`config.mk`:
```
export PLATFORM = sky130hd
export DESIGN_NAME = rfdp_fifo_ctrl
export DESIGN_NICKNAME = d
export VERILOG_FILES = /design/src/rtl/mjpeg_fifo_pkg.sv /design/src/rtl/rfdp_fifo_pfbuf.sv /design/src/rtl/rfdp_fifo_ctrl.sv
export SDC_FILE = /design/constraint.sdc
export NUM_CORES = 1
export LEC_CHECK = 0
export CAP_MARGIN = 20
export CELL_PAD_IN_SITES_DETAIL_PLACEMENT = 1
export CELL_PAD_IN_SITES_GLOBAL_PLACEMENT = 2
export CORE_MARGIN = 2
export CORE_UTILIZATION = 30
export DETAILED_ROUTE_END_ITERATION = 8
export GPL_ROUTABILITY_DRIVEN = 0
export PLACE_DENSITY = 0.78
export SLEW_MARGIN = 10
export SYNTH_ARGS = -nofsm -noshare
export SYNTH_HDL_FRONTEND = slang
export SYNTH_HIERARCHICAL = 1
export SYNTH_SLANG_ARGS = --single-unit
```
`constraint.sdc`:
```
create_clock -name clk -period 4 [get_ports clk]
set_input_delay 0.8 -clock clk [delete_from_list [all_inputs] [get_ports clk]]
set_output_delay 0.8 -clock clk [all_outputs]
set_load 0.005 [all_outputs]
```
`src/rtl/mjpeg_fifo_pkg.sv`:
```
// Shared helpers for the MJPEG line/coefficient FIFO controllers.
// - lw_of   : width of a level counter able to hold depth + 3 distinct values
//             (0 .. depth+2 words: RAM contents plus the two-entry prefetch buffer)
// - ptr_inc : pointer advance with an explicit wrap at depth-1, so depths that are
//             not a power of two wrap correctly
package mjpeg_fifo_pkg;

    function automatic int lw_of(input int depth);
        return $clog2(depth + 3);
    endfunction

    function automatic logic [31:0] ptr_inc(input logic [31:0] ptr, input logic [31:0] depth);
        logic [31:0] nxt;
        if (ptr == depth - 32'd1) begin
            nxt = 32'd0;
        end else begin
            nxt = ptr + 32'd1;
        end
        return nxt;
    endfunction

endpackage

```
`src/rtl/rfdp_fifo_pfbuf.sv`:
```
// Two-entry prefetch/skid buffer sitting behind the RAM read port.
// Entries leave in the order they arrived. The head entry drives data/valid
// directly from registers.
// Ports:
//   clk, rst_n : clock, asynchronous active-low reset
//   flush      : synchronous clear; dominates wr_en/rd_en
//   wr_en      : capture wr_data at the end of this cycle
//   wr_data    : RAM read data being returned
//   rd_en      : head entry is consumed this cycle (ignored when empty)
//   valid/data : head entry
//   cnt        : number of entries held (0..2)
module rfdp_fifo_pfbuf #(
    parameter int WIDTH = 32
) (
    input  logic             clk,
    input  logic             rst_n,
    input  logic             flush,
    input  logic             wr_en,
    input  logic [WIDTH-1:0] wr_data,
    input  logic             rd_en,
    output logic             valid,
    output logic [WIDTH-1:0] data,
    output logic [1:0]       cnt
);

    logic [WIDTH-1:0] head_r;
    logic [WIDTH-1:0] tail_r;
    logic [1:0]       cnt_r;
    logic             valid_r;
    logic             rd_s;

    // A read of an empty buffer is treated as no read.
    assign rd_s = rd_en & (cnt_r != 2'd0);

    // Entry storage and occupancy; a simultaneous write and read keeps order by
    // moving the tail to the head before the new word lands behind it.
    always_ff @(posedge clk or negedge rst_n) begin
        if (!rst_n) begin
            head_r  <= {WIDTH{1'b0}};
            tail_r  <= {WIDTH{1'b0}};
            cnt_r   <= 2'd0;
            valid_r <= 1'b0;
        end else if (flush) begin
            head_r  <= {WIDTH{1'b0}};
            tail_r  <= {WIDTH{1'b0}};
            cnt_r   <= 2'd0;
            valid_r <= 1'b0;
        end else begin
            case ({wr_en, rd_s})
                2'b10: begin
                    if (cnt_r == 2'd0) begin
                        head_r <= wr_data;
                    end else begin
                        tail_r <= wr_data;
                    end
                    cnt_r   <= cnt_r + 2'd1;
                    valid_r <= 1'b1;
                end
                2'b01: begin
                    head_r  <= tail_r;
                    cnt_r   <= cnt_r - 2'd1;
                    valid_r <= (cnt_r == 2'd2);
                end
                2'b11: begin
                    if (cnt_r == 2'd2) begin
                        head_r <= tail_r;
                        tail_r <= wr_data;
                    end else begin
                        head_r <= wr_data;
                    end
                    valid_r <= 1'b1;
                end
                default: begin
                    cnt_r <= cnt_r;
                end
            endcase
        end
    end

    assign valid = valid_r;
    assign data  = head_r;
    assign cnt   = cnt_r;

endmodule

```
`src/rtl/rfdp_fifo_ctrl.sv`:
```
// FIFO controller for an rfdp<DEPTH>x<WIDTH> dual-port RAM macro. Writes go
// through RAM port B, reads through port A. The 1-cycle read latency is hidden
// by a two-entry prefetch buffer so the output is a full-rate valid/ready stream.
// Ports:
//   clk, rst_n           : clock, asynchronous active-low reset
//   flush                : synchronous clear of all contents
//   in_valid/in_data     : upstream stream; in_ready is registered
//   out_valid/out_data   : downstream stream (registered); out_ready accepts
//   level                : words held (RAM + read in flight + prefetch buffer)
//   ram_aa/ram_cena/ram_qa   : RAM read port A (cena active-low)
//   ram_ab/ram_db/ram_cenb   : RAM write port B (cenb active-low)
module rfdp_fifo_ctrl
    import mjpeg_fifo_pkg::*;
#(
    parameter  int DEPTH = 512,
    parameter  int WIDTH = 32,
    localparam int AW    = $clog2(DEPTH),
    localparam int LW    = lw_of(DEPTH)
) (
    input  logic             clk,
    input  logic             rst_n,
    input  logic             flush,
    input  logic             in_valid,
    input  logic [WIDTH-1:0] in_data,
    output logic             in_ready,
    output logic             out_valid,
    output logic [WIDTH-1:0] out_data,
    input  logic             out_ready,
    output logic [LW-1:0]    level,
    output logic [AW-1:0]    ram_aa,
    output logic             ram_cena,
    input  logic [WIDTH-1:0] ram_qa,
    output logic [AW-1:0]    ram_ab,
    output logic [WIDTH-1:0] ram_db,
    output logic             ram_cenb
);

    logic [AW-1:0]    wr_ptr_r;
    logic [AW-1:0]    rd_ptr_r;
    logic [LW-1:0]    ram_cnt_r;
    logic [LW-1:0]    level_r;
    logic             inflight_r;
    logic             in_ready_r;

    logic             push_s;
    logic             pop_s;
    logic             issue_s;
    logic [2:0]       occ_s;
    logic [LW-1:0]    ram_cnt_next_s;
    logic             buf_valid_s;
    logic [WIDTH-1:0] buf_data_s;
    logic [1:0]       buf_cnt_s;

    assign push_s = in_valid & in_ready_r & ~flush;
    assign pop_s  = buf_valid_s & out_ready;

    // Prefetch occupancy after this cycle's pop; a read is only issued when
    // its return is guaranteed a free buffer slot.
    assign occ_s   = {1'b0, buf_cnt_s} + {2'b00, inflight_r} - {2'b00, pop_s};
    // ram_cnt excludes this cycle's push, so a read never hits the word being written.
    assign issue_s = (ram_cnt_r != {LW{1'b0}}) & (occ_s <= 3'd1) & ~flush;

    assign ram_cnt_next_s = ram_cnt_r + {{(LW-1){1'b0}}, push_s} - {{(LW-1){1'b0}}, issue_s};

    // Pointers, RAM word count, read-in-flight flag, input readiness and level.
    always_ff @(posedge clk or negedge rst_n) begin
        if (!rst_n) begin
            wr_ptr_r   <= {AW{1'b0}};
            rd_ptr_r   <= {AW{1'b0}};
            ram_cnt_r  <= {LW{1'b0}};
            level_r    <= {LW{1'b0}};
            inflight_r <= 1'b0;
            in_ready_r <= 1'b0;
        end else if (flush) begin
            wr_ptr_r   <= {AW{1'b0}};
            rd_ptr_r   <= {AW{1'b0}};
            ram_cnt_r  <= {LW{1'b0}};
            level_r    <= {LW{1'b0}};
            inflight_r <= 1'b0;
            in_ready_r <= 1'b1;
        end else begin
            if (push_s) begin
                wr_ptr_r <= AW'(ptr_inc(32'(wr_ptr_r), 32'(DEPTH)));
            end
            if (issue_s) begin
                rd_ptr_r <= AW'(ptr_inc(32'(rd_ptr_r), 32'(DEPTH)));
            end
            inflight_r <= issue_s;
            ram_cnt_r  <= ram_cnt_next_s;
            in_ready_r <= (ram_cnt_next_s < LW'(DEPTH));
            // Words move between RAM, flight and buffer without changing the total.
            level_r    <= level_r + {{(LW-1){1'b0}}, push_s} - {{(LW-1){1'b0}}, pop_s};
        end
    end

    rfdp_fifo_pfbuf #(
        .WIDTH (WIDTH)
    ) u_pfbuf (
        .clk     (clk),
        .rst_n   (rst_n),
        .flush   (flush),
        .wr_en   (inflight_r),
        .wr_data (ram_qa),
        .rd_en   (pop_s),
        .valid   (buf_valid_s),
        .data    (buf_data_s),
        .cnt     (buf_cnt_s)
    );

    // Enables are gated by rst_n so the macro is idle the instant reset asserts.
    assign ram_cenb  = ~(push_s & rst_n);
    assign ram_cena  = ~(issue_s & rst_n);
    assign ram_ab    = wr_ptr_r;
    assign ram_aa    = rd_ptr_r;
    assign ram_db    = in_data;

    assign in_ready  = in_ready_r;
    assign out_valid = buf_valid_s;
    assign out_data  = buf_data_s;
    assign level     = level_r;

endmodule

```
==> impl_metrics.csv <==
group,metric,value,unit
status,status,"finished clean",
clock_tree,worstSkewPairLatency,0.36,ns
grt,grt_use_total,15.9,%
finish,area_growth,23.2,%
grt,gr-total-overflow,0,
worst_setup_path,rr_worst_depth,17,
finish,final_util,37.8,%
logic_synthesis,netlist_top_cells_count,"dfrtp_1 (107), nand2_1 (90), a221o_1 (33), mux2i_1 (33), nor2_1 (33)",
pwr,p_leak,3.20,nW
clock_tree,htreeDepth,3,
timing,tightestPinTransition,0.859,ns
logic_synthesis,syn_inst,590,
logic_synthesis,synth_seq_cells,107,
logic_synthesis,synth_area_leaders,"dfrtp_1 (45%), ha_1 (5.8%), nand2_1 (5.6%)",
grt,grt_pass1_vias,5244,
worst_setup_path,path_class,"primary input to output pin",
logic_synthesis,yosysSeqAreaShare,44.7,%
clock_tree,cts_hold_buffers,0,
logic_synthesis,syn_area_per_cell,10.2,um2
worst_setup_path,worstPathCellList,"buf_2 > nand2_2 > xnor2_2 > ha_2 > inv_1 > fa_2 > xnor2_2 > o211ai_1 > nor2_1 > buf_4 > buf_4 > buf_4 > nand2_1 > clkdlybuf4s50_1",
clock_tree,cts_buffers,9,
clock_tree,clk_pin_slew_worst_paths,0.07,ns
floorplanning,initial_utilization,30.7,%
timing,hold_viol,0,
routing,drc,0,
timing,slew_headroom,42.7,%
job,cap_violations,0,
logic_synthesis,yosysTopAreaCellShare,44.7,%
worst_setup_path,slowest_delay,0.50,ns
worst_setup_path,worst-path-stages,14,
pwr,p_total,0.00479,W
logic_synthesis,ys_warn_count,6,
grt,grt_max_degree,66,
placed_design,dp_hpwl,11.2,mm
worst_setup_path,path_delay_family,"buffers and inverters",
floorplanning,die_h,145,um
timing,finalSetupTns,0,ns
pwr,vdd_drop_max,0.224,mV
timing,drv_slew,0,
clock_tree,cts_root_buf,"clkbuf_16",
finish,insertedDiodeCount,0,
grt,top_usage_layer,"met2",
pwr,power.density,648,nW/um2
logic_synthesis,yosysMostFrequentCell,"dfrtp_1",
finish,final_cells,931,
logic_synthesis,netlist_area,6000,um2
clock_tree,cts_tree,"done",
floorplanning,die-area,21100,um2
clock_tree,cts_buffer_depth,2,
timing,setup_violations,0,
floorplanning,rows,51,
min_path,hold_path.class,"primary input to asynchronous set/reset pin",
worst_setup_path,cp_max_fo,3,
logic_synthesis,yosysUniqueCellTypes,50,
finish,fin_nets,762,
timing,max_freq,261,MHz
routing,ant_nets,0,
worst_setup_path,crit_arrival,3.04,ns
logic_synthesis,ys.flop_type,"dfrtp_1",
grt,antenna_found_initial,1,
worst_setup_path,cp_num_buf_inv,6,
routing,dr.pass1.iters,4,
grt,gr-usage-met1,20.4,%
logic_synthesis,synth_area_leader_cell,"dfrtp_1",
routing,vias,4749,
placed_design,dp_cells,907,
timing,period_needed,3.84,ns
floorplanning,core-area,19500,um2
grt,grt_use_met2,26.3,%
grt,grt_pass1_wl,27.6,mm
worst_setup_path,cpMostUsedCell,"buf_4",
worst_setup_path,cp.required,3.20,ns
placed_design,place.port_buffers,100,
clock_tree,cts_sinks,107,
logic_synthesis,synth-edff-count,0,
worst_setup_path,slowest_stage,"clkdlybuf4s50_1",
worst_setup_path,worst_setup_path_start_kind,"primary input",
routing,viasPerCell,5.10,
routing,drtIter0Drc,218,
logic_synthesis,syn_nets,690,
worst_setup_path,endpoint_kind,"output pin",
finish,layout-drive-gt1-share,9.46,%
routing,wirelength,16.6,mm
timing,period_share,95.9,%
floorplanning,fp.dieW,145,um
routing,routedWlPerCell,17.8,um
logic_synthesis,async_flop_share,100,%
floorplanning,io_pins,165,
grt,grt_util_met3,3.98,%
timing,finalClockSkew,0.00911,ns
## cells by family after synthesis
family / Yosys count / synth area share, %
AO/OA/AOI/OAI: 105 / 13.1
XOR/XNOR: 14 / 2.05
adder cells (fa/ha/maj): 31 / 6.84
buffers and inverters: 94 / 9.64
flip-flops: 107 / 44.7
multiplexers: 36 / 6.14
AND/OR/NAND/NOR: 203 / 17.6
## registers in the layout, summed over array words and instances (netlist names)
register	count
u_pfbuf/data	32
u_pfbuf/tail_r	32
level	10
ram_cnt_r	10
ram_aa	9
ram_ab	9
u_pfbuf/cnt	2
in_ready	1
inflight_r	1
u_pfbuf/valid	1
## final cells by class
type	instances	area [um2]
Fill cell	2204	12100
Multi-Input combinational cell	389	2800
Sequential cell	107	2680
Timing Repair Buffer	127	1200
Tap cell	265	332
Clock buffer	11	253
Inverter	28	105
Clock inverter	4	26.3
## worst paths after layout
check                                   start                  to  slack (ns)
setup / recovery                    out_ready            ram_cena        0.16
hold / removal                          rst_n           ram_aa[5]        0.25
setup reg to reg                u_pfbuf/valid        ram_cnt_r[8]        0.30
hold reg to reg            u_pfbuf/tail_r[11]    u_pfbuf/data[11]        0.51
max in group asynchronous               rst_n  u_pfbuf/tail_r[13]        2.11
min in group clk           u_pfbuf/tail_r[11]    u_pfbuf/data[11]        0.51
## report_power, final
group / internal, W / switching, W
Clock: 0.000453 / 0.000411
Combinational: 0.00120 / 0.00120
Sequential: 0.00133 / 0.000190
## cell usage in the layout, fill, tap and decap left out, drive strengths merged, types with 9 or more instances in the layout
cell type	netlist	final
buf	58	29
a221o	33	33
nor2b	12	12
clkbuf	8	11
nor4b	32	32
o21ai	28	28
clkdlybuf4s50	0	98
xnor2	9	9
nand2	90	90
nor2	33	33
inv	27	27
mux2i	33	33
ha	28	28
and3	12	12
a21oi	15	15
dfrtp	107	107
## routing by layer
layer  share of wire (%)  wire, um
met5               0.078        13
met4                 2.1       347
met2                  47      7830
met1                  45      7520
met3                 5.2       869
## through the flow
| stage | setup WS, ns | hold WS (ns) | area [um2] |
|---|---|---|---|
| 3_3_place_gp | -0.582 | 0.486 | 6990 |
| 5_1_grt | -0.00264 | 0.237 | 7390 |
| 4_1_cts | 0.0582 | 0.238 | 7360 |
| 2_1_floorplan | 0.0417 | 0.476 | 6000 |
| 6_report | 0.165 | 0.246 | 7390 |
| 3_5_place_dp | -0.707 | 0.491 | 6990 |
## worst reg2reg max path, cell delays in order (launching register included)
cell	delay, ns
dfrtp_1	0.41
nand2_2	0.11
xnor2_2	0.11
ha_2	0.18
inv_1	0.05
fa_2	0.35
xnor2_2	0.15
o211ai_1	0.15
nor2_1	0.10
ha_1	0.31
inv_2	0.05
ha_4	0.16
fa_2	0.36
a21o_1	0.22
a211oi_4	0.26
a211oi_2	0.12
or4b_1	0.49
nand2_1	0.07
## timing repair
item	4_1_cts	5_1_grt
setup endpoints to repair	3	3
gates resized for setup	13	3
setup buffers	7	2
pin swaps	12	9
(Power assumes the default switching activity.)
